File: src/rtl/pe_pkg.sv
// ============================================================================
// Module      : pe_pkg
// Description : Shared types and constants for the PE array and its loaders.
// Revision    : 1.0 - initial release
// ============================================================================
`default_nettype none

package pe_pkg;

    localparam int BITWIDTH      = 16;
    localparam int RF_ADDR_WIDTH = 4;

    typedef enum logic [1:0] {
        IDLE = 2'd0,
        RUN  = 2'd1,
        DONE = 2'd2
    } mc_state_t;

    // Processing-element internal phases, shared so loaders and PEs agree.
    localparam logic [1:0] PE_LOAD     = 2'd0;
    localparam logic [1:0] PE_MAC      = 2'd1;
    localparam logic [1:0] PE_ACC      = 2'd2;
    localparam logic [1:0] PE_NEXT_ROW = 2'd3;

endpackage

`default_nettype wire

File: src/rtl/pe_id_table.sv
// ============================================================================
// Module      : pe_id_table
// Description : Per-PE row-ID register file with parallel tag comparators.
// Revision    : 1.0 - initial release
// ============================================================================
`default_nettype none

module pe_id_table #(
    parameter int NUM_PE    = 4,
    parameter int ID_WIDTH  = 4,
    parameter int IDX_WIDTH = 2
) (
    input  logic                 clk,
    input  logic                 rstb,
    input  logic                 we,
    input  logic [IDX_WIDTH-1:0] idx,
    input  logic [ID_WIDTH-1:0]  id,
    input  logic [ID_WIDTH-1:0]  tag,
    output logic [NUM_PE-1:0]    match
);

    import pe_pkg::*;

    logic [ID_WIDTH-1:0] r_id [NUM_PE];

    generate
        for (genvar gi = 0; gi < NUM_PE; gi++) begin : g_entry
            // Entries reset to their own index so an unconfigured column maps tag i to PE i.
            always_ff @(posedge clk) begin
                if (!rstb) begin
                    r_id[gi] <= ID_WIDTH'(gi);
                end else if (we && (idx == IDX_WIDTH'(gi))) begin
                    r_id[gi] <= id;
                end
            end

            assign match[gi] = (r_id[gi] == tag);
        end
    endgenerate

endmodule

`default_nettype wire

File: src/rtl/pe_multicast_ctrl.sv
// ============================================================================
// Module      : pe_multicast_ctrl
// Description : Tag-routed multicast loader driving ifmap/filter strobes of a PE column.
// Revision    : 1.0 - initial release
// ============================================================================
`default_nettype none

module pe_multicast_ctrl #(
    parameter int BITWIDTH  = 16,
    parameter int NUM_PE    = 4,
    parameter int ID_WIDTH  = 4,
    parameter int CNT_WIDTH = 16
) (
    input  logic                        clk,
    input  logic                        rstb,
    input  logic                        cfg_we,
    input  logic [$clog2(NUM_PE)-1:0]   cfg_idx,
    input  logic [ID_WIDTH-1:0]         cfg_id,
    input  logic [CNT_WIDTH-1:0]        cfg_total,
    input  logic                        start,
    input  logic                        in_valid,
    output logic                        in_ready,
    input  logic signed [BITWIDTH-1:0]  in_data,
    input  logic                        in_is_filter,
    input  logic [ID_WIDTH-1:0]         in_tag,
    input  logic [NUM_PE-1:0]           pe_ready,
    output logic signed [BITWIDTH-1:0]  ifmap_bus,
    output logic signed [BITWIDTH-1:0]  filter_bus,
    output logic [NUM_PE-1:0]           ifmap_enable,
    output logic [NUM_PE-1:0]           filter_enable,
    output logic                        busy,
    output logic                        done
);

    import pe_pkg::*;

    localparam int IDX_WIDTH = $clog2(NUM_PE);

    mc_state_t              r_state;
    mc_state_t              w_state_next;
    logic [CNT_WIDTH-1:0]   r_total;
    logic [CNT_WIDTH-1:0]   r_cnt;
    logic [NUM_PE-1:0]      w_match;
    logic                   w_accept;
    logic                   w_last;
    logic                   w_cfg_we;

    assign w_cfg_we = cfg_we && (r_state == IDLE);

    pe_id_table #(
        .NUM_PE    (NUM_PE),
        .ID_WIDTH  (ID_WIDTH),
        .IDX_WIDTH (IDX_WIDTH)
    ) u_id_table (
        .clk   (clk),
        .rstb  (rstb),
        .we    (w_cfg_we),
        .idx   (cfg_idx),
        .id    (cfg_id),
        .tag   (in_tag),
        .match (w_match)
    );

    // A word waits until every PE it targets can take it; untargeted words pass straight through.
    assign in_ready = (r_state == RUN) && ((w_match & ~pe_ready) == '0);
    assign w_accept = in_valid && in_ready;
    assign w_last   = (r_cnt + CNT_WIDTH'(1)) == r_total;

    assign busy = (r_state == RUN);
    assign done = (r_state == DONE);

    always_comb begin
        w_state_next = r_state;
        case (r_state)
            IDLE: begin
                if (start) begin
                    w_state_next = (cfg_total == '0) ? DONE : RUN;
                end
            end
            RUN: begin
                if (w_accept && w_last) begin
                    w_state_next = DONE;
                end
            end
            DONE:    w_state_next = IDLE;
            default: w_state_next = IDLE;
        endcase
    end

    always_ff @(posedge clk) begin
        if (!rstb) begin
            r_state <= IDLE;
        end else begin
            r_state <= w_state_next;
        end
    end

    always_ff @(posedge clk) begin
        if (!rstb) begin
            r_total <= '0;
            r_cnt   <= '0;
        end else if ((r_state == IDLE) && start) begin
            r_total <= cfg_total;
            r_cnt   <= '0;
        end else if (w_accept) begin
            r_cnt   <= r_cnt + CNT_WIDTH'(1);
        end
    end

    always_ff @(posedge clk) begin
        if (!rstb) begin
            ifmap_bus     <= '0;
            filter_bus    <= '0;
            ifmap_enable  <= '0;
            filter_enable <= '0;
        end else begin
            ifmap_enable  <= '0;
            filter_enable <= '0;
            if (w_accept) begin
                if (in_is_filter) begin
                    filter_bus    <= in_data;
                    filter_enable <= w_match;
                end else begin
                    ifmap_bus     <= in_data;
                    ifmap_enable  <= w_match;
                end
            end
        end
    end

endmodule

`default_nettype wire
File: config.mk
export PLATFORM = sky130hd
export DESIGN_NAME = pe_multicast_ctrl
export DESIGN_NICKNAME = d
export VERILOG_FILES = /design/src/rtl/pe_pkg.sv /design/src/rtl/pe_id_table.sv /design/src/rtl/pe_multicast_ctrl.sv
export SDC_FILE = /design/constraint.sdc
export NUM_CORES = 1
export LEC_CHECK = 0
export CORE_MARGIN = 10
export CORE_UTILIZATION = 54
export CTS_CLUSTER_SIZE = 10
export DETAILED_ROUTE_END_ITERATION = 12
export PLACE_DENSITY = 0.94
export SLEW_MARGIN = 15
export SYNTH_ARGS = -nofsm -noshare
export SYNTH_HDL_FRONTEND = slang
export SYNTH_SLANG_ARGS = --single-unit
File: constraint.sdc
create_clock -name clk -period 3.2 [get_ports clk]
set_clock_uncertainty 0.05 [all_clocks]
set_input_delay 0.64 -clock clk [delete_from_list [all_inputs] [get_ports clk]]
set_output_delay 0.64 -clock clk [all_outputs]
set_load 0.02 [all_outputs]
==> results of run 1 <==
==> cells in the mapped netlist, types with 2 or more instances <==
cell / number / share of area, %
o21ai_0: 8 / 0.94
a21o_1: 2 / 0.35
nand4_1: 6 / 0.89
and3_1: 3 / 0.44
nand3_1: 18 / 2.1
a21oi_1: 5 / 0.59
nor2_1: 39 / 3.5
buf_2: 6 / 0.71
a21boi_0: 16 / 2.8
edfxtp_1: 16 / 11
and3b_1: 3 / 0.62
mux2i_1: 32 / 7.6
inv_1: 9 / 0.80
nor2b_1: 33 / 4.9
or3_1: 5 / 0.74
and2_1: 14 / 2.1
xnor2_1: 17 / 3.5
clkbuf_1: 14 / 1.2
xor2_1: 33 / 6.8
nor3_1: 7 / 0.83
nor4_2: 2 / 0.59
nand2b_1: 3 / 0.44
nand2_1: 48 / 4.2
a2111oi_2: 2 / 0.71
dfxtp_1: 74 / 35
nor4_1: 8 / 1.2
==> critical path: stages <==
cell             delay, ns
clkdlybuf4s50_1       0.60
xor2_1                0.22
nor4_2                0.08
a222oi_1              0.45
and3_1                0.21
clkbuf_2              0.18
==> metal layers <==
layer	up-vias	GRT usage [%]	share of wire, %
li1	1720	-	-
met5	-	0	0
met2	151	35.7	51
met4	0	9.42	2.8
met1	1755	22.0	39
met3	31	5.25	7.4
==> cell families after synthesis <==
family / Yosys count / synth area share (%)
mux: 32 / 7.55
compound gates: 46 / 8.53
buf+inv: 29 / 2.74
flops: 90 / 46.3
fa+ha+maj: 1 / 0.295
simple gates: 196 / 24.3
xor+xnor: 50 / 10.3
==> registers in the layout, indices dropped and copies added, names as in the netlist <==
| name | cells |
|---|---|
| u_id_table.r_id | 16 |
| filter_enable | 4 |
| r_state | 2 |
| r_cnt | 16 |
| r_total | 16 |
| ifmap_enable | 4 |
| filter_bus | 16 |
| ifmap_bus | 16 |
==> metrics by stage <==
step	util (%)	hold WS, ns	setup slack, ns	TNS (ns)
2_1_floorplan	-	0.405	0.580	0
3_5_place_dp	69.7	0.424	-0.275	-0.275
6_report	72.4	0.435	0.129	0
5_1_grt	72.4	0.467	0.0138	0
4_1_cts	72.3	0.437	0.0129	0
3_3_place_gp	69.7	0.415	-0.232	-0.232
==> repair_timing <==
action | in CTS | in global routing
pin swaps | 1 | 1
endpoints found under the hold margin | 0 | 0
setup endpoints to repair | 1 | 1
gates resized for setup | 3 | 2
==> layout make-up <==
class | instances | share of cell area, %
multi-input combinational | 325 | 39.1
sequential | 90 | 35.3
timing repair buffer | 108 | 19.2
clock buffer | 10 | 2.29
tap | 102 | 2.29
clock inverter | 6 | 1.28
inverter | 9 | 0.607
==> worst paths after layout <==
path | endpoint | slack (ns) | depth (start not counted)
setup / recovery | in_ready | 0.13 | 6
setup reg to reg | r_state[1] | 0.47 | 7
hold reg to reg | r_total[11] | 0.44 | 2
hold / removal | r_total[11] | 0.44 | 2
==> report_power, final <==
group | internal, mW | total (mW) | switching, mW
logic | 0.158 | 0.321 | 0.163
clock network | 0.370 | 0.806 | 0.436
registers | 1.19 | 1.21 | 0.0243
==> key figures, run 1 <==
Logic synthesis
  – Ys async rst share: 0%
  – Syn_area_per_cell: 9.55 um2
  – Register area share after synthesis: 46.3%
  – Yosys reg bits: 90
  – Unique masters post-synth: 47
  – Yosys warning count: 0
  – Syn Nets: ~500
  – Mapped Cells: 444
  – Post-synthesis cell area: 0.00424 mm2
  – EDFF count, synth: 16
  – Main synth FF type: dfxtp_1

Route
  – Via count: 3657
  – Wire per inst: 18.4 um
  – Post-Route WL: 12000 um
  – DRC viols: 0
  – First-pass DRT Iterations: 5
  – Antenna viol nets, final: 0
  – Post-DR vias/cell: 5.63
  – DRT iter0 DRCs: 250

Clock network
  – Root buffer cell: clkbuf_8
  – CTS hold repair buffers: 0
  – Clock Sinks: 90
  – Clock Path Buffers: 2
  – CTS buffer count: 9
  – H-tree depth: 3
  – Worst-Skew Late Latency: 0.37 ns
  – Clock tree from TritonCTS: done
  – Setup repair bufs after CTS: 0
  – Reg clk slew, reported paths: 0.10 ns

Setup path
  – FF-to-FF Start: r_cnt[0]
  – Critical Path RT: 2.51 ns
  – Critical path fanouts, max: 4
  – CP arrival: 2.38 ns
  – CP endpoint kind: output port
  – Worst setup SP type: input pin
  – Crit path kind: in -> out
  – Critical path origin: in_tag[3]

Floorplanning
  – Core area: about 0.0077 mm2
  – Die W: between 100 and 150 um
  – Placement Rows: 32
  – Die height: 109 um
  – Initial core utilization: 55.2%
  – Full die area: 0.0118 mm2
  – I/O pins: 95

Timing
  – Slew @ Worst Pin: 0.644 ns
  – Highest clock rate: 326 MHz
  – Endpoints failing hold: 0
  – Slew Limit Fails: 0
  – Final setup viols: 0
  – Max_slew headroom: 57.1%
  – Tmin final: 3.07 ns
  – Crit share post-route: a little over nine tenths
  – RSZ-0062 raised after global routing: false

Cells and area
  – Most common cell after layout, fill and taps aside: clkdlybuf4s50_1
  – Antenna Cells: 0
  – Area Overhead vs Synth: 31.2%
  – Reg area: 0.00196 mm2
  – Fillers: 525
  – Design area: 0.00556 mm2
  – Final-stage net count: 596
  – Layout cells sized above 1: ~8.0%
  – Multi-input logic area: 0.00217 mm2
  – Commonest non-fill, non-tap cells in the layout: 93 x clkdlybuf4s50_1, 74 x dfxtp_1, 48 x nand2_1
  – Non-Filler Instances: 650

Place
  – DP Wirelength: 8650 um
  – Placed instance area: about 0.0054 mm2
  – Buffers on Ports: 94
  – RePlAce Congestion: 0.947
  – Placed cell count: 634

Power and ir drop
  – Power per Cell Area: 420 mW/mm2
  – Max VDD drop: 0.248 mV
  – Power, Total: between 2 and 2.5 mW
  – Leak pwr: 2.18 nW

Hold path
  – HP Start: r_total[11]
  – Type of the worst min-delay path: reg -> reg

Global routing
  – Total grt overflow: 0
  – Global-route wire length before repair: 18900 um
  – Largest net degree at the start of global routing: 26
  – Total Routing Usage GR: 20.1%
  – Vias in the first global route: 3803
  – Antenna violations before repair: 0

Status
  – Status: finished, final reports clean

Flow run
  – # Max-Cap Violations: 0
No activity file was read; power rests on OpenSTA's default activity.
==> run 2, diff against run 1 <==
--- a/config.mk
+++ b/config.mk
@@ -10,6 +10,7 @@
 export CTS_CLUSTER_SIZE = 10
 export DETAILED_ROUTE_END_ITERATION = 12
 export PLACE_DENSITY = 0.94
+export SKIP_CTS_REPAIR_TIMING = 1
 export SLEW_MARGIN = 15
 export SYNTH_ARGS = -nofsm -noshare
 export SYNTH_HDL_FRONTEND = slang
==> key figures, run 2 (same netlist as run 1, synthesis figures left out) <==
Status
  – Status: finished, final reports clean (unchanged)

Cells and area
  – Most common cell after layout, fill and taps aside: clkdlybuf4s50_1 (unchanged)
  – Reg area: 0.00196 mm2 (unchanged)
  – Multi-input logic area: 0.00218 mm2 (was 0.00217 mm2)
  – Fillers: 516 (was 525)
  – Final-stage net count: 598 (was 596)
  – Layout cells sized above 1: 8.36% (was 8.03%)
  – Commonest non-fill, non-tap cells in the layout: 93 x clkdlybuf4s50_1, 74 x dfxtp_1, 48 x nand2_1 (unchanged)
  – Antenna Cells: 0 (unchanged)
  – Non-Filler Instances: 652 (was 650)
  – Area Overhead vs Synth: 31.9% (was 31.2%)

Power and ir drop
  – Leak pwr: 2.21 nW (was 2.18 nW)
  – Max VDD drop: 0.248 mV (about the same)
  – Power per Cell Area: 420 mW/mm2 (about the same)

Setup path
  – CP Capture Point: in_ready (unchanged)
  – Critical path origin: in_tag[1] (was in_tag[3])
  – R2R Path End: r_state[1] (unchanged)
  – Critical path fanouts, max: 4 (unchanged)
  – Crit path kind: in -> out (unchanged)
  – Worst setup SP type: input pin (unchanged)
  – Critical Path RT: 2.51 ns (about the same)
  – CP endpoint kind: output port (unchanged)
  – FF-to-FF Start: r_cnt[0] (unchanged)
  – Reg2reg setup slack: 0.47 ns (about the same)
  – R2r worst-path depth: 7 (unchanged)
  – CP arrival: 2.44 ns (was 2.38 ns)

Global routing
  – Total grt overflow: 0 (unchanged)
  – Total Routing Usage GR: 20.1% (about the same)
  – Largest net degree at the start of global routing: 26 (unchanged)
  – Global-route wire length before repair: 18900 um (about the same)
  – Vias in the first global route: 3797 (was 3803)
  – Antenna violations before repair: 0 (unchanged)

Route
  – First-pass DRT Iterations: 5 (unchanged)
  – Antenna viol nets, final: 0 (unchanged)
  – Wire per inst: 18.5 um (was 18.4 um)
  – Post-Route WL: 12100 um (was 12000 um)
  – DRT iter0 DRCs: 280 (was 250)
  – DRC viols: 0 (unchanged)
  – Via count: 3651 (was 3657)
  – Post-DR vias/cell: 5.60 (was 5.63)

Place
  – DP Wirelength: 8650 um (unchanged)
  – RePlAce Congestion: 0.947 (unchanged)
  – Placed cell count: 634 (unchanged)
  – Buffers on Ports: 94 (unchanged)

Clock network
  – Worst-Skew Late Latency: 0.37 ns (about the same)
  – CTS buffer count: 9 (unchanged)
  – Clock tree from TritonCTS: done (unchanged)
  – Root buffer cell: clkbuf_8 (unchanged)
  – Reg clk slew, reported paths: 0.10 ns (about the same)
  – H-tree depth: 3 (unchanged)
  – Clock Sinks: 90 (unchanged)
  – Clock Path Buffers: 2 (unchanged)

Floorplanning
  – Core area: 0.00769 mm2 (unchanged)
  – Full die area: 0.0118 mm2 (unchanged)
  – Placement Rows: 32 (unchanged)
  – I/O pins: 95 (unchanged)
  – Initial core utilization: 55.2% (unchanged)
  – Die height: 109 um (unchanged)
  – Die W: 109 um (unchanged)

Timing
  – Minimum hold slack: 0.436 ns (was 0.435 ns)
  – Highest clock rate: 319 MHz (was 326 MHz)
  – Crit share post-route: 98.0% (was 96.0%)
  – Final setup viols: 0 (unchanged)
  – Endpoints failing hold: 0 (unchanged)
  – Slew @ Worst Pin: 0.644 ns (about the same)
  – Tmin final: 3.13 ns (was 3.07 ns)
  – Max_slew headroom: 57.1% (about the same)
  – Slew Limit Fails: 0 (unchanged)

Hold path
  – Type of the worst min-delay path: reg -> reg (unchanged)

Flow run
  – # Max-Cap Violations: 0 (unchanged)
run 2: cell count changes in the layout (fill, tap and decap cells not counted):
cell / delta
dlymetal6s2s_1: +1
buf_4: +2
nor4_1: -1
nor4_2: +1
clkbuf_2: -1
run 2: final cells by class:
type | instances | area share, %
flip-flops and latches | 90 | 35.1
inverters | 9 | 0.604
repair buffers | 110 | 19.5
clock inverters | 6 | 1.28
clock buffers | 10 | 2.28
multi-input cells | 325 | 39.0
well taps | 102 | 2.28
run 2: worst max-delay path, cell delays in order:
cell and delay [ns]:
clkdlybuf4s50_1 0.51, xor2_1 0.21, nor4_2 0.36, a222oi_1 0.17, buf_4 0.17, and3_1 0.17
dlymetal6s2s_1 0.21
run 2: per-layer routing:
metal  vias up  wire length [um]  GRT usage, %
li1       1725                 -             -
met1      1758              4680          22.0
met2       140              6180          35.7
met3        28               896          5.25
met4         0               322          9.42
met5         -                 0             0
run 2: per-stage QoR:
| step | cell area (um2) | power [mW] | setup TNS (ns) | worst slack, ns | util, % |
|---|---|---|---|---|---|
| 2_1_floorplan | 4240 | 1.39 | 0 | 0.580 | - |
| 3_3_place_gp | 5360 | 1.54 | -0.232 | -0.232 | 69.7 |
| 3_5_place_dp | 5360 | 1.55 | -0.275 | -0.275 | 69.7 |
| 4_1_cts | 5560 | 2.33 | -0.286 | -0.286 | 72.3 |
| 5_1_grt | 5590 | 2.42 | -0.0637 | -0.0637 | 72.7 |
| 6_report | 5590 | 2.35 | 0 | 0.0656 | 72.7 |
run 2: power breakdown:
group          leakage, nW  internal, mW  switching (mW)
logic                 1.36         0.161           0.165
clock network       0.0954         0.370           0.440
registers            0.754          1.19          0.0248
total                 2.21          1.72           0.630
run 2: worst min-delay path by stage:
stage                startpoint     endpoint  slack (ns)  cells after the start
detailed placement  r_total[11]  r_total[11]        0.42                      2
global placement    r_total[15]  r_total[15]        0.42                      2
CTS                 r_total[11]  r_total[11]        0.44                      2
global route        r_total[13]  r_total[13]        0.47                      2
finish              r_total[11]  r_total[11]        0.44                      2
floorplan           r_total[14]  r_total[14]        0.41                      2
==> run 3, diff against run 2 <==
--- a/config.mk
+++ b/config.mk
@@ -5,11 +5,13 @@
 export SDC_FILE = /design/constraint.sdc
 export NUM_CORES = 1
 export LEC_CHECK = 0
-export CORE_MARGIN = 10
-export CORE_UTILIZATION = 54
+export CORE_MARGIN = 2
+export CORE_UTILIZATION = 56
+export CTS_BUF_LIST = sky130_fd_sc_hd__clkbuf_4 sky130_fd_sc_hd__clkbuf_8
 export CTS_CLUSTER_SIZE = 10
 export DETAILED_ROUTE_END_ITERATION = 12
-export PLACE_DENSITY = 0.94
+export PLACE_DENSITY = 0.95
+export RECOVER_POWER = 50
 export SKIP_CTS_REPAIR_TIMING = 1
 export SLEW_MARGIN = 15
 export SYNTH_ARGS = -nofsm -noshare
==> key figures, run 3 (same netlist as run 1, synthesis figures left out) <==
Status
  – Status: finished, final reports clean (unchanged)

Power and ir drop
  – Leak pwr: 2.32 nW (was 2.21 nW)
  – Sw Ratio: 25.9% (was 26.8%)
  – Power per Cell Area: 416 mW/mm2 (was 420 mW/mm2)
  – Power, Total: 2.32 mW (was 2.35 mW)
  – Internal: 1.72 mW (about the same)
  – Switch Pwr: 0.602 mW (was 0.630 mW)
  – Power share of the sequential group: 52.1% (was 51.6%)
  – Max VDD drop: 0.312 mV (was 0.248 mV)
  – Combinational Power Share: 13.6% (was 13.9%)
  – Part of the power in the clock network: 34.2% (was 34.5%)

Timing
  – Minimum hold slack: 0.429 ns (was 0.436 ns)
  – Slew @ Worst Pin: 0.949 ns (was 0.644 ns)
  – Final setup viols: 0 (unchanged)
  – Slew Limit Fails: 0 (unchanged)
  – Highest clock rate: 324 MHz (was 319 MHz)
  – RSZ-0062 raised after global routing: false
  – Endpoints failing hold: 0 (unchanged)
  – Crit share post-route: 96.5% (was 98.0%)
  – Max_slew headroom: 36.7% (was 57.1%)
  – Tmin final: 3.09 ns (was 3.13 ns)

Floorplanning
  – Die W: 91.0 um (was 109 um)
  – Full die area: 0.00828 mm2 (was 0.0118 mm2)
  – Placement Rows: 31 (was 32)
  – Die height: 91.0 um (was 109 um)
  – Initial core utilization: 58.2% (was 55.2%)
  – I/O pins: 95 (unchanged)
  – Core area: 0.00729 mm2 (was 0.00769 mm2)

Route
  – Met2 WL: 5500 um (was 6180 um)
  – Highest routed metal layer: met4 (unchanged)
  – First-pass DRT Iterations: 5 (unchanged)
  – Via count: 3634 (was 3651)
  – Antenna viol nets, final: 0 (unchanged)
  – DRT iter0 DRCs: 246 (was 280)
  – Met3 Wirelength: 798 um (was 896 um)
  – DRC viols: 0 (unchanged)
  – Post-Route WL: 10900 um (was 12100 um)
  – Wire per inst: 16.9 um (was 18.5 um)
  – WL met1: 4340 um (was 4680 um)
  – Post-DR vias/cell: 5.60 (about the same)

Cells and area
  – Most common cell after layout, fill and taps aside: dfxtp_1 (was clkdlybuf4s50_1)
  – Non-Filler Instances: 649 (was 652)
  – Area Overhead vs Synth: 31.8% (was 31.9%)
  – Final-stage net count: 598 (unchanged)
  – Post-layout util: 76.7% (was 72.7%)
  – Layout cells sized above 1: 8.55% (was 8.36%)
  – Commonest non-fill, non-tap cells in the layout: 74 x dfxtp_1, 59 x clkdlybuf4s50_1, 48 x nand2_1 (was 93 x clkdlybuf4s50_1, 74 x dfxtp_1, 48 x nand2_1)
  – Antenna Cells: 0 (unchanged)

Setup path
  – Crit path kind: in -> out (unchanged)
  – Slowest stage delay, CP: 0.51 ns (about the same)
  – CP bufs+invs: 3 (unchanged)
  – Critical path fanouts, max: 4 (unchanged)
  – Crit-path cells: clkdlybuf4s50_1 > xor2_1 > nor4_2 > a222oi_1 > buf_4 > and3_1 > dlymetal6s2s_1 (unchanged)
  – CP endpoint kind: output port (unchanged)
  – Slowest CP cell: clkdlybuf4s50_1 (unchanged)
  – CP arrival: 2.40 ns (was 2.44 ns)
  – Critical Path RT: 2.51 ns (about the same)
  – Cell family with most CP delay: buffers and inverters (unchanged)
  – Worst setup SP type: input pin (unchanged)

Clock network
  – Worst-Skew Late Latency: 0.35 ns (was 0.37 ns)
  – Clock Sinks: 90 (unchanged)
  – Clock tree from TritonCTS: done (unchanged)
  – Reg clk slew, reported paths: 0.09 ns (was 0.10 ns)
  – CTS buffer count: 9 (unchanged)
  – Root buffer cell: clkbuf_8 (unchanged)
  – H-tree depth: 3 (unchanged)
  – Clock Path Buffers: 2 (unchanged)

Global routing
  – Vias in the first global route: 3679 (was 3797)
  – Total grt overflow: 0 (unchanged)
  – Largest net degree at the start of global routing: 33 (was 26)
  – Total Routing Usage GR: 27.1% (was 20.1%)
  – Antenna violations before repair: 0 (unchanged)
  – Global-route wire length before repair: 17700 um (was 18900 um)

Place
  – DP Wirelength: 8130 um (was 8650 um)
  – Buffers on Ports: 94 (unchanged)
  – Placed cell count: 632 (was 634)
  – RePlAce Congestion: 0.883 (was 0.947)

Flow run
  – # Max-Cap Violations: 0 (unchanged)

Hold path
  – Type of the worst min-delay path: reg -> reg (unchanged)
==> run 3: final cells by class <==
| cell class | count | area [um2] |
|---|---|---|
| clock inverters | 6 | 70.1 |
| repair buffers | 110 | 1090 |
| well taps | 99 | 124 |
| fillers | 481 | 1700 |
| flip-flops and latches | 90 | 1960 |
| inverters | 9 | 33.8 |
| multi-input cells | 325 | 2180 |
| clock buffers | 10 | 131 |
==> run 3: stage by stage <==
step	cell area, um2	TNS (ns)	setup WS [ns]
floorplan	4240	0	0.580
global placement	5360	-0.183	-0.183
detailed placement	5360	-0.364	-0.342
CTS	5560	-0.353	-0.353
global route	5590	0	0.00863
finish	5590	0	0.111
==> run 3: worst paths after layout <==
check | startpoint | to | slack [ns] | cells past startpoint
max | in_tag[1] | in_ready | 0.11 | 7
min reg2reg | r_total[15] | r_total[15] | 0.43 | 2
min | r_total[15] | r_total[15] | 0.43 | 2
max reg2reg | r_cnt[0] | r_state[0] | 0.55 | 7
==> run 3: worst register-to-register path, cell delays in order (launching register included) <==
cell	delay (ns)
dfxtp_1	0.50
ha_1	0.28
nand3_1	0.27
nor4_1	0.54
xnor2_1	0.18
o2111ai_1	0.14
a2111oi_2	0.44
a21oi_1	0.13
==> run 3: routing by layer <==
layer | GRT usage, % | vias up
met4 | 10.1 | 0
met1 | 32.1 | 1712
met2 | 47.2 | 174
li1 | - | 1724
met3 | 7.05 | 24
met5 | 0 | -
==> run 3: power by group through the flow <==
| stage | sequential [mW] | clock [mW] | combinational (mW) |
|---|---|---|---|
| 2_1_floorplan | 1.24 | 0 | 0.148 |
| 3_3_place_gp | 1.23 | 0 | 0.299 |
| 3_5_place_dp | 1.24 | 0 | 0.311 |
| 4_1_cts | 1.21 | 0.802 | 0.314 |
| 5_1_grt | 1.21 | 0.856 | 0.341 |
| 6_report | 1.21 | 0.796 | 0.317 |
==> patch 1: new RTL, settings of run 3 <==
`ID_WIDTH` is set to 4 in 2 places; all go to 6.
--- a/src/rtl/pe_id_table.sv
+++ b/src/rtl/pe_id_table.sv
@@ -9,3 +9,3 @@
     parameter int NUM_PE    = 4,
-    parameter int ID_WIDTH  = 4,
+    parameter int ID_WIDTH  = 6,
     parameter int IDX_WIDTH = 2
--- a/src/rtl/pe_multicast_ctrl.sv
+++ b/src/rtl/pe_multicast_ctrl.sv
@@ -10,3 +10,3 @@
     parameter int NUM_PE    = 4,
-    parameter int ID_WIDTH  = 4,
+    parameter int ID_WIDTH  = 6,
     parameter int CNT_WIDTH = 16
Ports: changed (resized cfg_id and in_tag); port bits go from 95 to 99. The function was not compared with the original's and may differ.
==> patch 1 against run 3 <==
  * Sequential cell count is 8 higher
  * Routed wire length rose by 11%
  * Worst setup slack better by 0.0066 ns
  * Core utilization is 1.0 points lower
  * Final cell count rose by 9.1%
  * Power grew 7.4%
  * Critical path depth fell by 1
  * Design area is 5.1% higher
  * Synthesized area grew 6.5%
  * Worst hold slack lost 0.016 ns
  * Clock power increased by 4.0%
  * Register-to-register slack better by 0.09 ns
==> patch 1: results <==
[status]
outcome = finished, final reports clean

[routing]
first_pass_iters = 6
avgViaCountPerCell = 5.68
routed_wl_mm = 12.1

[global_routing]
grt_max_degree = 30
grt_pass1_vias = 4011
grt_first_pass_wirelength_mm = 19.2
grt_usage_pct = 28.1

[placement]
place.gp.congestion = 0.934
placed_area_mm2 = 0.00567
placed_cells = 692

[min_path]
hp-start = ifmap_bus[9]
hold_path_end = ifmap_bus[9]

[pwr]
vdd.ir_drop.worst_mv = 0.281
leakagePower_nw = 2.26

[synthesis]
synth_area_leaders = dfxtp_1 (33%), edfxtp_1 (16%), nand2_1 (7.6%), xnor2_1 (6.6%), xor2_1 (4.7%)
yosysSeqAreaShare_pct = 48.8
syn_inst = 498
yosys-top-cells-count = nand2_1 (92), dfxtp_1 (74), nor2_1 (49), a21oi_1 (37), xnor2_1 (34)

[cells_and_area]
finalNetCount = 658
final_core_util_pct = 75.6
fillers = 539

[worst_setup_path]
worst-r2r-setup-slack_ns = 0.64
crit_path_max_fanout = 2
r2r.worst_path.cells = 8
slowest_stage = or4_1

[sta]
worst_slew_pin_slew_ns = 0.721
==> patch 1: cell count changes after synthesis, sizes merged, moves of 8 or more <==
cell    change
a21boi     -16
a21oi      +32
buf        +12
edfxtp      +8
inv         -8
mux2i      -14
nand2      +44
nand3      -12
nand4       +8
nor2       +10
nor2b      -28
xnor2      +17
xor2        -9
==> patch 1: through the flow <==
step / hold slack (ns) / setup slack (ns)
6_report: 0.413 / 0.117
5_1_grt: 0.444 / 0.0813
4_1_cts: 0.416 / -0.201
3_5_place_dp: 0.403 / -0.273
3_3_place_gp: 0.392 / -0.153
2_1_floorplan: 0.398 / 0.774
==> patch 1: logic make-up after synthesis <==
family / share of synthesized area (%)
mux: 3.99
fa+ha+maj: 0.277
xor+xnor: 11.2
flops: 48.8
simple gates: 24.6
buf+inv: 3.60
compound gates: 7.48
==> patch 1: layer usage <==
metal	vias up	wire (um)	track usage, %
met2	150	6570	51.3
met1	1936	4630	32.1
li1	1900	-	-
met5	-	0	0
met3	36	550	4.49
met4	0	365	12.7
==> patch 1: how the worst max path moves through the flow <==
stage	startpoint	end	cells after the start
after floorplan	in_tag[2]	in_ready	5
after global placement	in_tag[2]	in_ready	8
after detailed placement	in_tag[0]	ifmap_bus[12]	10
after CTS	in_tag[5]	in_ready	6
after global routing	in_tag[5]	in_ready	6
final	in_tag[5]	in_ready	6
==> patch 1: area by class of cell <==
type                            count  share of cell area [%]
Clock buffer                       10                    2.24
Clock inverter                      6                    1.19
Timing Repair Buffer              123                    19.9
Sequential cell                    98                    37.5
Tap cell                          102                    2.17
Inverter                            2                   0.128
Multi-Input combinational cell    367                    36.9
==> patch 1: critical path: cells and delay by family <==
| family | cells | cell delay, ns |
|---|---|---|
| and+or+nand+nor | 3 | 0.86 |
| xor gates and xnor gates | 1 | 0.14 |
| buffers and inverters | 2 | 0.74 |
==> patch 1: power groups by stage <==
stage,sequential [mW],combinational [mW],clock [mW]
detailed placement,1.36,0.331,0
CTS,1.33,0.337,0.827
floorplan,1.37,0.157,0
global placement,1.36,0.320,0
global route,1.34,0.357,0.882
finish,1.33,0.334,0.828
==> patch 2: new RTL, settings of run 3 <==
Without the edit above. Reset style: asynchronous (`rstb`), changed in 4 clocked blocks.
--- a/src/rtl/pe_id_table.sv
+++ b/src/rtl/pe_id_table.sv
@@ -28,3 +28,3 @@
             // Entries reset to their own index so an unconfigured column maps tag i to PE i.
-            always_ff @(posedge clk) begin
+            always_ff @(posedge clk or negedge rstb) begin
                 if (!rstb) begin
--- a/src/rtl/pe_multicast_ctrl.sv
+++ b/src/rtl/pe_multicast_ctrl.sv
@@ -89,3 +89,3 @@
 
-    always_ff @(posedge clk) begin
+    always_ff @(posedge clk or negedge rstb) begin
         if (!rstb) begin
@@ -97,3 +97,3 @@
 
-    always_ff @(posedge clk) begin
+    always_ff @(posedge clk or negedge rstb) begin
         if (!rstb) begin
@@ -109,3 +109,3 @@
 
-    always_ff @(posedge clk) begin
+    always_ff @(posedge clk or negedge rstb) begin
         if (!rstb) begin
Function: differs if rstb is asserted again (counterexample within 4 cycles, from zero or initial values and one cycle with rstb low); with rstb held inactive, the same outputs for 4 cycles.
==> patch 2 against run 3 <==
  * The run now ends with max-capacitance violations, max-slew violations left
  * Maximum frequency grew 1.7%
  * Final cell count shrank 11%
  * Worst setup slack gained 0.051 ns
  * Count of clock-buffer cells in the layout is the same
  * Design area grew 3.6%
  * Die area grew 6.0%
  * Sequential cell count is the same
  * Core utilization shrank 2.1 points
  * Synthesized area grew 6.2%
  * Routed wire length shrank 4.4%
  * Critical path type unchanged
  * Critical endpoint unchanged
Power is not compared: it rests on default switching activity, and its combinational part moved more than twofold at a synthesized area within 25%.
==> patch 2: results <==
[placement]
dp_slack_ns = -0.253
placed_cells = 562
place.gp.congestion = 0.915
placed_area_mm2 = 0.00558
io_buffers = 94
dp_hpwl_mm = 7.73

[global_routing]
grt_pass1_vias = 3359
grt_max_degree = 91
grt_antenna_before_repair = 0
grt_usage_pct = 25.2
grt_first_pass_wirelength_mm = 17.1

[pwr]
powerDensity_mw_per_mm2 = 718
leakagePower_nw = 2.47
vdd.ir_drop.worst_mv = 0.420

[synthesis]
yosysSeqAreaShare_pct = 50.1
synth_warnings = 0
syn-num-nets = 427
synth_cell_type_count = 49
syn_inst = 374
synthArstFlopShare_pct = 100
ys.flop_type = dfrtp_1
yosys-top-cells-count = dfrtp_1 (86), mux2_2 (32), mux2_4 (32), xnor2_1 (31), nand2_1 (18)
synth_area_leaders = dfrtp_1 (48%), mux2_4 (11%), mux2_2 (8.0%), xnor2_1 (6.0%), dfstp_2 (2.3%)

[cells_and_area]
fillers = 500
buffer_area_share_pct = 18.5
buffers = 109
drive_above_1_share_pct = 21.4
seq_area_mm2 = 0.00226
stdcell_count = 579
finalNetCount = 525
multi_input_area_share_pct = 36.2
clockNetworkAreaShare_pct = 3.69
final_core_util_pct = 74.6
inv_count = 6
nMultiInputCombCells = 256

[clock_tree]
cts_made_buffers = 9
cts_max_level = 3
worstSkewPairLatency_ns = 0.36
path_clk_slew_ns = 0.10
cts_root_buf = clkbuf_8
clk_path_buf_depth = 2
cts_sinks = 90

[sta]
worst_slew_pin_slew_ns = 2.11
min_period_ns = 3.04
slew_viol_final = 91

[min_path]
min_path_type = register to register

[worst_setup_path]
crit_path_start = in_tag[2]
timing.rr.end = r_cnt[10]
r2r-start = u_id_table.r_id[5]
worst-r2r-setup-slack_ns = 0.56
worstPathArrival_ns = 2.35
r2r.worst_path.cells = 8
worstSetupEndpoint = in_ready

[routing]
first_pass_iters = 5
drt-initial-drc-count = 338
via_count = 3294
routed_wl_mm = 10.5

[flow_run]
max-cap-violations = 1

[status]
violations = max-capacitance violations, max-slew violations
outcome = finished, violations left
==> patch 2: cell count changes after synthesis, sizes merged, moves of 14 or more <==
cell    delta
xor2      -26
a21boi    -16
edfxtp    -16
xnor2     +14
dfxtp     -74
nand2     -29
nor2      -24
mux2      +64
nor2b     -31
dfrtp     +86
mux2i     -29
==> patch 2: power by group <==
| part | internal [mW] | leakage (nW) | switching [mW] |
|---|---|---|---|
| logic | 0.885 | 1.26 | 0.695 |
| clock network | 0.399 | 0.110 | 0.431 |
| registers | 1.47 | 1.11 | 0.280 |
==> patch 2: logic make-up after synthesis <==
family                   after synthesis  synth area share, %
AO/OA/AOI/OAI                         50                 7.58
XOR/XNOR                              38                 7.39
adder cells (fa/ha/maj)                1                0.278
buffers and inverters                 28                 3.28
flip-flops                            90                 50.1
multiplexers                          67                 19.3
AND/OR/NAND/NOR                      100                 12.0
==> patch 2: worst min-delay path by stage <==
stage / cells after the start / slack [ns] / from / to
after floorplan: 0 / 0.29 / rstb / filter_bus[0]
after global placement: 1 / 0.44 / ifmap_bus[13] / ifmap_bus[13]
after detailed placement: 1 / 0.44 / ifmap_bus[7] / ifmap_bus[7]
after CTS: 1 / 0.47 / rstb / r_total[3]
after global routing: 1 / 0.48 / ifmap_bus[2] / ifmap_bus[2]
final: 1 / 0.47 / ifmap_bus[11] / ifmap_bus[11]
==> patch 2: worst max-delay path: stages <==
cell and delay, ns:
clkdlybuf4s50_1 0.58, xnor2_1 0.12, and4_1 0.21, a222oi_1 0.37
o211a_1 0.20, dlymetal6s2s_1 0.22
==> patch 2: metal layers <==
metal | part of all wire (%) | vias to the layer above | GRT usage [%]
met5 | 0 | - | 0
met4 | 1.5 | 0 | 7.25
met3 | 5.2 | 16 | 4.74
met2 | 51 | 102 | 42.9
met1 | 42 | 1631 | 33.0
li1 | - | 1545 | -
